===== src/rtl/mod_t_counter_pkg.sv =====
// Shared constants for the modulo counter and its millisecond digit chain.
package mod_t_counter_pkg;

  localparam int WIDTH_DEF   = 4;
  localparam int MODULUS_DEF = 10;

  // A millisecond counter is three cascaded decade digits.
  localparam int MS_DIGITS = 3;
  localparam int DIGIT_MOD = 10;

  // The action one clock edge takes, in priority order.
  typedef enum logic [1:0] {
    OP_HOLD = 2'd0,
    OP_CLR  = 2'd1,
    OP_LOAD = 2'd2,
    OP_STEP = 2'd3
  } op_e;

  // A modulus is usable when it has at least two states and every state fits in width bits.
  function automatic bit modulus_ok(input int width, input int modulus);
    return (modulus >= 2) && (modulus <= (1 << width));
  endfunction

endpackage


===== src/rtl/mod_t_counter_t_stage.sv =====
// One counter bit built as a toggle flip-flop with asynchronous active-low reset.
module t_stage (
  input  logic clk,
  input  logic rst,
  input  logic t,
  output logic q,
  output logic qn
);

  // Flip the stored bit on any edge where t is high; clear immediately while rst is low.
  always_ff @(posedge clk or negedge rst) begin
    if (!rst) begin
      q <= 1'b0;
    end else if (t) begin
      q <= ~q;
    end
  end

  assign qn = ~q;

endmodule


===== src/rtl/mod_t_counter.sv =====
// Synchronous up/down modulo counter with clear, clamped load and cascade carry.
// The count lives in toggle stages; each stage toggles wherever the next count differs.
module mod_t_counter
  import mod_t_counter_pkg::*;
#(
  parameter int WIDTH   = WIDTH_DEF,
  parameter int MODULUS = MODULUS_DEF
) (
  input  logic             clk,
  input  logic             rst,
  input  logic             en,
  input  logic             up,
  input  logic             clr,
  input  logic             load,
  input  logic [WIDTH-1:0] d,
  output logic [WIDTH-1:0] q,
  output logic [WIDTH-1:0] qn,
  output logic             tc,
  output logic             wrap
);

  if (!modulus_ok(WIDTH, MODULUS)) begin : g_bad_modulus
    $error("mod_t_counter: MODULUS must lie in 2..2**WIDTH");
  end

  // One extra bit so that MODULUS = 2**WIDTH is representable for the compares.
  localparam logic [WIDTH:0]   MOD_EXT = (WIDTH+1)'(MODULUS);
  localparam logic [WIDTH-1:0] Q_MAX   = WIDTH'(MODULUS - 1);

  op_e              op;
  logic [WIDTH-1:0] nxt;
  logic [WIDTH-1:0] t_vec;

  // Resolve the edge action with clear over load over enable.
  always_comb begin
    op = OP_HOLD;
    if (clr) begin
      op = OP_CLR;
    end else if (load) begin
      op = OP_LOAD;
    end else if (en) begin
      op = OP_STEP;
    end
  end

  // Next count; an out-of-range count is pulled back to zero on the first enabled step.
  always_comb begin
    nxt = q;
    case (op)
      OP_CLR:  nxt = '0;
      OP_LOAD: nxt = ({1'b0, d} < MOD_EXT) ? d : Q_MAX;
      OP_STEP: begin
        if ({1'b0, q} >= MOD_EXT) begin
          nxt = '0;
        end else if (up) begin
          nxt = (q == Q_MAX) ? '0 : q + 1'b1;
        end else begin
          nxt = (q == '0) ? Q_MAX : q - 1'b1;
        end
      end
      default: nxt = q;
    endcase
  end

  assign t_vec = q ^ nxt;

  for (genvar i = 0; i < WIDTH; i++) begin : g_bit
    t_stage u_stage (
      .clk (clk),
      .rst (rst),
      .t   (t_vec[i]),
      .q   (q[i]),
      .qn  (qn[i])
    );
  end

  // Carry ignores clr/load so a downstream stage sees the same enable it would in a plain chain.
  assign tc = en & ((up & (q == Q_MAX)) | (~up & (q == '0)));

  // Flag the cycle after a genuine wrap; a clear or load on that edge suppresses it.
  always_ff @(posedge clk or negedge rst) begin
    if (!rst) begin
      wrap <= 1'b0;
    end else begin
      wrap <= tc & ~clr & ~load;
    end
  end

endmodule


===== config.mk =====
export PLATFORM = sky130hd
export DESIGN_NAME = mod_t_counter
export DESIGN_NICKNAME = d
export VERILOG_FILES = /design/src/rtl/mod_t_counter_pkg.sv /design/src/rtl/mod_t_counter_t_stage.sv /design/src/rtl/mod_t_counter.sv
export SDC_FILE = /design/constraint.sdc
export NUM_CORES = 1
export LEC_CHECK = 0
export CAP_MARGIN = 25
export CORE_AREA = 2 2 39 41
export DETAILED_ROUTE_END_ITERATION = 6
export DIE_AREA = 0 0 41 43
export GPL_TIMING_DRIVEN = 0
export HOLD_SLACK_MARGIN = 0.02
export PLACE_DENSITY_LB_ADDON = 0.12
export SKIP_CTS_REPAIR_TIMING = 1
export SLEW_MARGIN = 20
export SYNTH_ARGS = -nofsm -noshare
export SYNTH_HDL_FRONTEND = slang
export SYNTH_SLANG_ARGS = --single-unit
export TNS_END_PERCENT = 10

===== constraint.sdc =====
create_clock -name clk -period 2.2 [get_ports clk]
set_clock_uncertainty 0.15 [all_clocks]
set_input_delay 0.55 -clock clk [delete_from_list [all_inputs] [get_ports clk]]
set_output_delay 0.55 -clock clk [all_outputs]
set_load 0.02 [all_outputs]

### Word-level counts from Yosys, hierarchy flattened

Cells that the tools add are included.

* bitwise gates (word level): 14
* equality and inequality tests: 4
* add/sub/neg operators: 2
* muxes and demuxes: 9
* reduce and logical (&&, ||, !) cells: 1
* shift operators: 0
* $lt $le $gt $ge: 2
* divide/modulo/power cells: 0
* $mul: 0

Operators by type and width (number)
* $mux 4: 5
* $pmux 4 s3: 1
* $not 1->1: 7
* $mux 2: 3
* $and 1x1->1: 5
* $add 4x1->4 const B: 1
* $eq 2x2->1 const B: 2
* $eq 4x4->1 const B: 1
* $ge 4x4->1 const B: 1
* $logic_not 4->1: 1
* $lt 4x4->1 const B: 1
* $sub 4x1->4 const B: 1
* $xor 4x4->4: 1
* $eq 2x1->1 const B: 1
* $or 1x1->1: 1

* bits in latches: 0
* memories: 0
* bits in registers: 5
* RAM bits: 0
* logic and storage cells: 37
* ROM bits: 0
* input bits: 10
* output and inout bits: 10

### Depth between registers and ports, before layout

* depth in word-level cells: 6
* depth in mapped cells: 5

### Hierarchy

From an unflattened synthesis, not the netlist that was laid out.

* cells, all modules: 70
* area total of the unflattened synthesis: 544.3 um2

Modules (own cells, without submodules)
* mod_t_counter: sequential area each 25.0 um2, instances 1, cells each 58, area each 394.1 um2
* t_stage: sequential area each 25.0 um2, instances 4, cells each 3, area each 37.5 um2

### Least setup slack after synthesis

Ideal clock, no wire load.

* kind: input-to-output
* from: input up
* to: output tc
* data arrival time: 1.160 ns
* path slack: 0.340 ns
* cell stages on the path: 4
* required time: 1.500 ns
* path through: buf_6 inv_1 nor3_1 o2111a_1

* cells in the longest elaborated chain, start to end: 4
* elaborated cells between the ends (all ways): 5

Ends and longest elaborated chain
* from (decl): RTL line mod_t_counter.sv:12 `input logic up,`
* $not 1->1: RTL line mod_t_counter.sv:78 `assign tc = en & ((up & (q == Q_MAX)) | (~up & (q == '0)));`
* $and 1x1->1: RTL line mod_t_counter.sv:78
* $or 1x1->1 (*): RTL line mod_t_counter.sv:78
* $and 1x1->1 (*): RTL line mod_t_counter.sv:78
* to (decl): RTL line mod_t_counter.sv:18 `output logic tc,`

Every way passes the cells marked *; elsewhere a longest branch is shown, timed or not.

### Final worst setup path

* from: register g_bit[0].u_stage.q
* to: output tc

* cells in the longest elaborated chain, start to end: 4
* elaborated cells between the ends (all ways): 6

Ends and longest elaborated chain
* from (decl): RTL line mod_t_counter_t_stage.sv:6 `output logic q,`
* from (signal assigned): RTL line mod_t_counter_t_stage.sv:15 `q <= ~q;`
* $eq 4x4->1 or $logic_not 4->1 (tied branches): RTL line mod_t_counter.sv:78
* $and 1x1->1: RTL line mod_t_counter.sv:78
* $or 1x1->1 (*): RTL line mod_t_counter.sv:78
* $and 1x1->1 (*): RTL line mod_t_counter.sv:78

Marked as above.

==> run_summary.xml <==
<?xml version="1.0" encoding="UTF-8"?>
<metrics>
  <group name="run_status">
    <metric name="result_of_the_run" unit="">completed</metric>
  </group>
  <group name="timing">
    <metric name="worst_margin_slew" unit="ps">386</metric>
    <metric name="grt_setup_unrepaired" unit="">no</metric>
    <metric name="report.final.hold_viol_count" unit="">0</metric>
    <metric name="post-route-period-util" unit="%">95.8</metric>
    <metric name="layout_min_cycle_time" unit="ps">2110</metric>
    <metric name="finalSetupTns" unit="ps">0</metric>
    <metric name="normalized_max_slew_margin" unit="%">73.6</metric>
    <metric name="slew_viol_final" unit="">0</metric>
    <metric name="setup-violations-final" unit="">0</metric>
    <metric name="worst_hold_slack" unit="ps">362</metric>
    <metric name="timing.fmax" unit="MHz">474</metric>
  </group>
  <group name="layout">
    <metric name="multi_input_comb_area" unit="um2">300</metric>
    <metric name="finish.cell_count_without_fillers" unit="">109</metric>
    <metric name="finalCoreUtilization" unit="%">56.3</metric>
    <metric name="number_of_nets_in_the_layout" unit="">104</metric>
    <metric name="insertedDiodeCount" unit="">0</metric>
    <metric name="syn2layout_area_growth" unit="%">40.3</metric>
    <metric name="regArea" unit="um2">125</metric>
    <metric name="n_fill_cell" unit="">141</metric>
    <metric name="layout-drive-gt1-share" unit="%">25.8</metric>
  </group>
  <group name="worst_hold_path">
    <metric name="worst_hold_path_type" unit="">in -&gt; async</metric>
  </group>
  <group name="yosys">
    <metric name="synthXorXnorAreaFrac" unit="%">1.58</metric>
    <metric name="synthesis.area" unit="um2">556</metric>
    <metric name="yosysTopAreaCellShare" unit="%">22.5</metric>
    <metric name="yosys-mux-area-fraction" unit="%">0</metric>
    <metric name="synthFlopType" unit="">dfrtp_1</metric>
    <metric name="syn_inst" unit="">71</metric>
    <metric name="yosys_warnings" unit="">0</metric>
    <metric name="synth_seq_cells" unit="">5</metric>
    <metric name="synth_cell_types" unit="">28</metric>
    <metric name="synth_fp_nets" unit="">81</metric>
    <metric name="cell_types_occupying_the_most_area_after_synthesis" unit="">dfrtp_1, buf_4, buf_6</metric>
    <metric name="part_of_the_yosys_area_used_for_sequential_elements" unit="%">22.5</metric>
    <metric name="synth_async_sr_flop_share" unit="%">100</metric>
    <metric name="yosysTopAreaCell" unit="">dfrtp_1</metric>
    <metric name="share_of_the_synthesized_area_in_compound_gates_ao_oa_aoi_oai" unit="%">23.2</metric>
    <metric name="syn-mean-instance-area" unit="um2">7.82</metric>
    <metric name="synth_simple_gate_area_share" unit="%">28.4</metric>
    <metric name="combinational_family_with_the_most_area_after_synthesis" unit="">simple AND/OR/NAND/NOR gates</metric>
    <metric name="synth-edff-count" unit="">0</metric>
    <metric name="synth_fa_ha_area_share" unit="%">0</metric>
  </group>
  <group name="power_and_ir_drop">
    <metric name="power.density" unit="nW/um2">500</metric>
    <metric name="share_clk_of_total_power" unit="%">28.0</metric>
    <metric name="combPwrFrac" unit="%">45.2</metric>
    <metric name="design_power_total" unit="uW">390</metric>
    <metric name="power_report.internal_total" unit="uW">258</metric>
    <metric name="cellLeakagePower" unit="uW">0.000346</metric>
    <metric name="worst_ir_drop_vdd" unit="mV">0.389</metric>
    <metric name="power_switching_share" unit="%">33.7</metric>
    <metric name="share_seq_of_total_power" unit="%">26.8</metric>
    <metric name="switchingPower" unit="uW">131</metric>
  </group>
  <group name="global_route">
    <metric name="grt_pass1_vias" unit="">507</metric>
    <metric name="grt_antenna_before_repair" unit="">0</metric>
    <metric name="grt-ovfl-total" unit="">0</metric>
    <metric name="grt_start_max_net_pins" unit="">11</metric>
    <metric name="global_route.usage.total" unit="%">16.8</metric>
    <metric name="grt_pass1_wl" unit="um">2060</metric>
  </group>
  <group name="worst_setup_path">
    <metric name="cp-end-kind" unit="">output port</metric>
    <metric name="setup.worst_path.start_class" unit="">register</metric>
    <metric name="worst_ep_arrival_time" unit="ps">1410</metric>
    <metric name="r2r.worst_path.cells" unit="">5</metric>
    <metric name="wp_data_required" unit="ps">1500</metric>
    <metric name="worst-setup-path-type" unit="">reg -&gt; out</metric>
    <metric name="crit_fanout" unit="">10</metric>
  </group>
  <group name="die">
    <metric name="fp.dieH" unit="um">43</metric>
    <metric name="io-pin-count" unit="">20</metric>
    <metric name="core_ar" unit="um2">1380</metric>
    <metric name="dieArea" unit="um2">1760</metric>
    <metric name="placement_rows" unit="">14</metric>
    <metric name="initial_cell_density_of_the_core" unit="%">40.1</metric>
    <metric name="die_width" unit="um">41</metric>
  </group>
  <group name="clock_network">
    <metric name="cts_tree" unit="">built</metric>
    <metric name="cts_max_level" unit="">1</metric>
    <metric name="clk_path_buf_depth" unit="">2</metric>
    <metric name="ctsRootBufferMaster" unit="">clkbuf_4</metric>
    <metric name="clkLatencyLatePin" unit="ps">250</metric>
    <metric name="cts_buffers" unit="">3</metric>
    <metric name="cts.reportedPaths.clkPinSlew" unit="ps">50</metric>
    <metric name="clock_sinks" unit="">5</metric>
  </group>
  <group name="placement">
    <metric name="portBuffers" unit="">18</metric>
    <metric name="finalWeightedCongestion" unit="">0.795</metric>
    <metric name="dp.cells" unit="">105</metric>
    <metric name="dp.final_hpwl" unit="um">981</metric>
  </group>
  <group name="route">
    <metric name="starting_drc_count_in_detailed_routing" unit="">9</metric>
    <metric name="vias_per_cell" unit="">5.20</metric>
    <metric name="first_pass_iteration_count_of_the_detailed_router" unit="">4</metric>
    <metric name="drt-total-wl" unit="um">1260</metric>
    <metric name="routedWlPerCell" unit="um">11.5</metric>
    <metric name="remaining_drc_errors" unit="">0</metric>
    <metric name="drtAntennaViolNets" unit="">0</metric>
    <metric name="dr_total_vias" unit="">567</metric>
  </group>
  <group name="job">
    <metric name="maxCapViolCount" unit="">0</metric>
  </group>
</metrics>
## sequential cells by signal, summed over array words and instances, names as in the netlist
signal and flops:
g_bit.u_stage.q 4, wrap 1
## Yosys cell counts, drive strengths merged, types with 2 or more instances
master	number
nand2b	2
inv	6
o22a	2
nor2b	4
buf	13
nor3	5
a21oi	4
nand3	4
o21ai	4
or3	2
dfrtp	5
nor2	7
a31oi	2
## logic make-up after synthesis
kind of cell           after synthesis
flip-flops                           5
AO/OA/AOI/OAI                       18
XOR/XNOR                             1
buffers and inverters               19
AND/OR/NAND/NOR                     28
## critical path, stage by stage, from the launching register on
cell and delay [ps]:
dfrtp_1 380, buf_6 150, inv_2 70, nor3_2 170, o2111a_1 220, clkbuf_2 170
## layout by cell type (no fill, tap or decap), types with 2 or more instances in the layout
master,n
or3_1,2
clkbuf_4,3
dlymetal6s2s_1,2
nand2b_1,2
nor3_1,4
inv_1,5
nor2_1,7
dfrtp_1,5
o22a_1,2
nand3_1,4
buf_6,4
clkdlybuf4s50_1,12
a31oi_1,2
buf_4,12
a21oi_1,4
nor2b_1,3
o21ai_0,3
## through the flow
stage	instance area (um2)	setup slack, ps
after floorplan	556	340
after detailed placement	756	-416
final	779	91.7
after global placement	756	-418
after CTS	782	-426
after global routing	779	15.0
## power groups by stage
stage          clock (uW)  sequential [uW]  combinational, uW
5_1_grt               120              105                190
3_3_place_gp            0              106                177
2_1_floorplan           0              106                116
4_1_cts               112              105                180
3_5_place_dp            0              106                179
6_report              109              104                176
## final timing paths
path / from / endpoint / slack, ps
setup reg to reg: g_bit[2].u_stage.q / g_bit[3].u_stage.q / 700
min in group clk: g_bit[2].u_stage.q / g_bit[2].u_stage.q / 530
hold / removal: rst / g_bit[1].u_stage.q / 360
setup / recovery: g_bit[0].u_stage.q / tc / 90
max in group asynchronous: rst / g_bit[3].u_stage.q / 1350
hold reg to reg: g_bit[2].u_stage.q / g_bit[2].u_stage.q / 530
## per-layer routing
| metal | GRT usage [%] | share of wire, % |
|---|---|---|
| met1 | 22.1 | 46 |
| met2 | 24.7 | 48 |
| met3 | 5.24 | 4.3 |
| met4 | 6.67 | 1.0 |
| met5 | 0 | 0 |
## cell type report
cell class	count	area share [%]
sequential	5	16.1
inverter	6	2.89
buffer	13	14.4
clock buffer	4	3.37
tap	16	2.57
timing repair buffer	18	22.2
multi-input combinational	47	38.5
No activity file was read; power rests on OpenSTA's default activity.
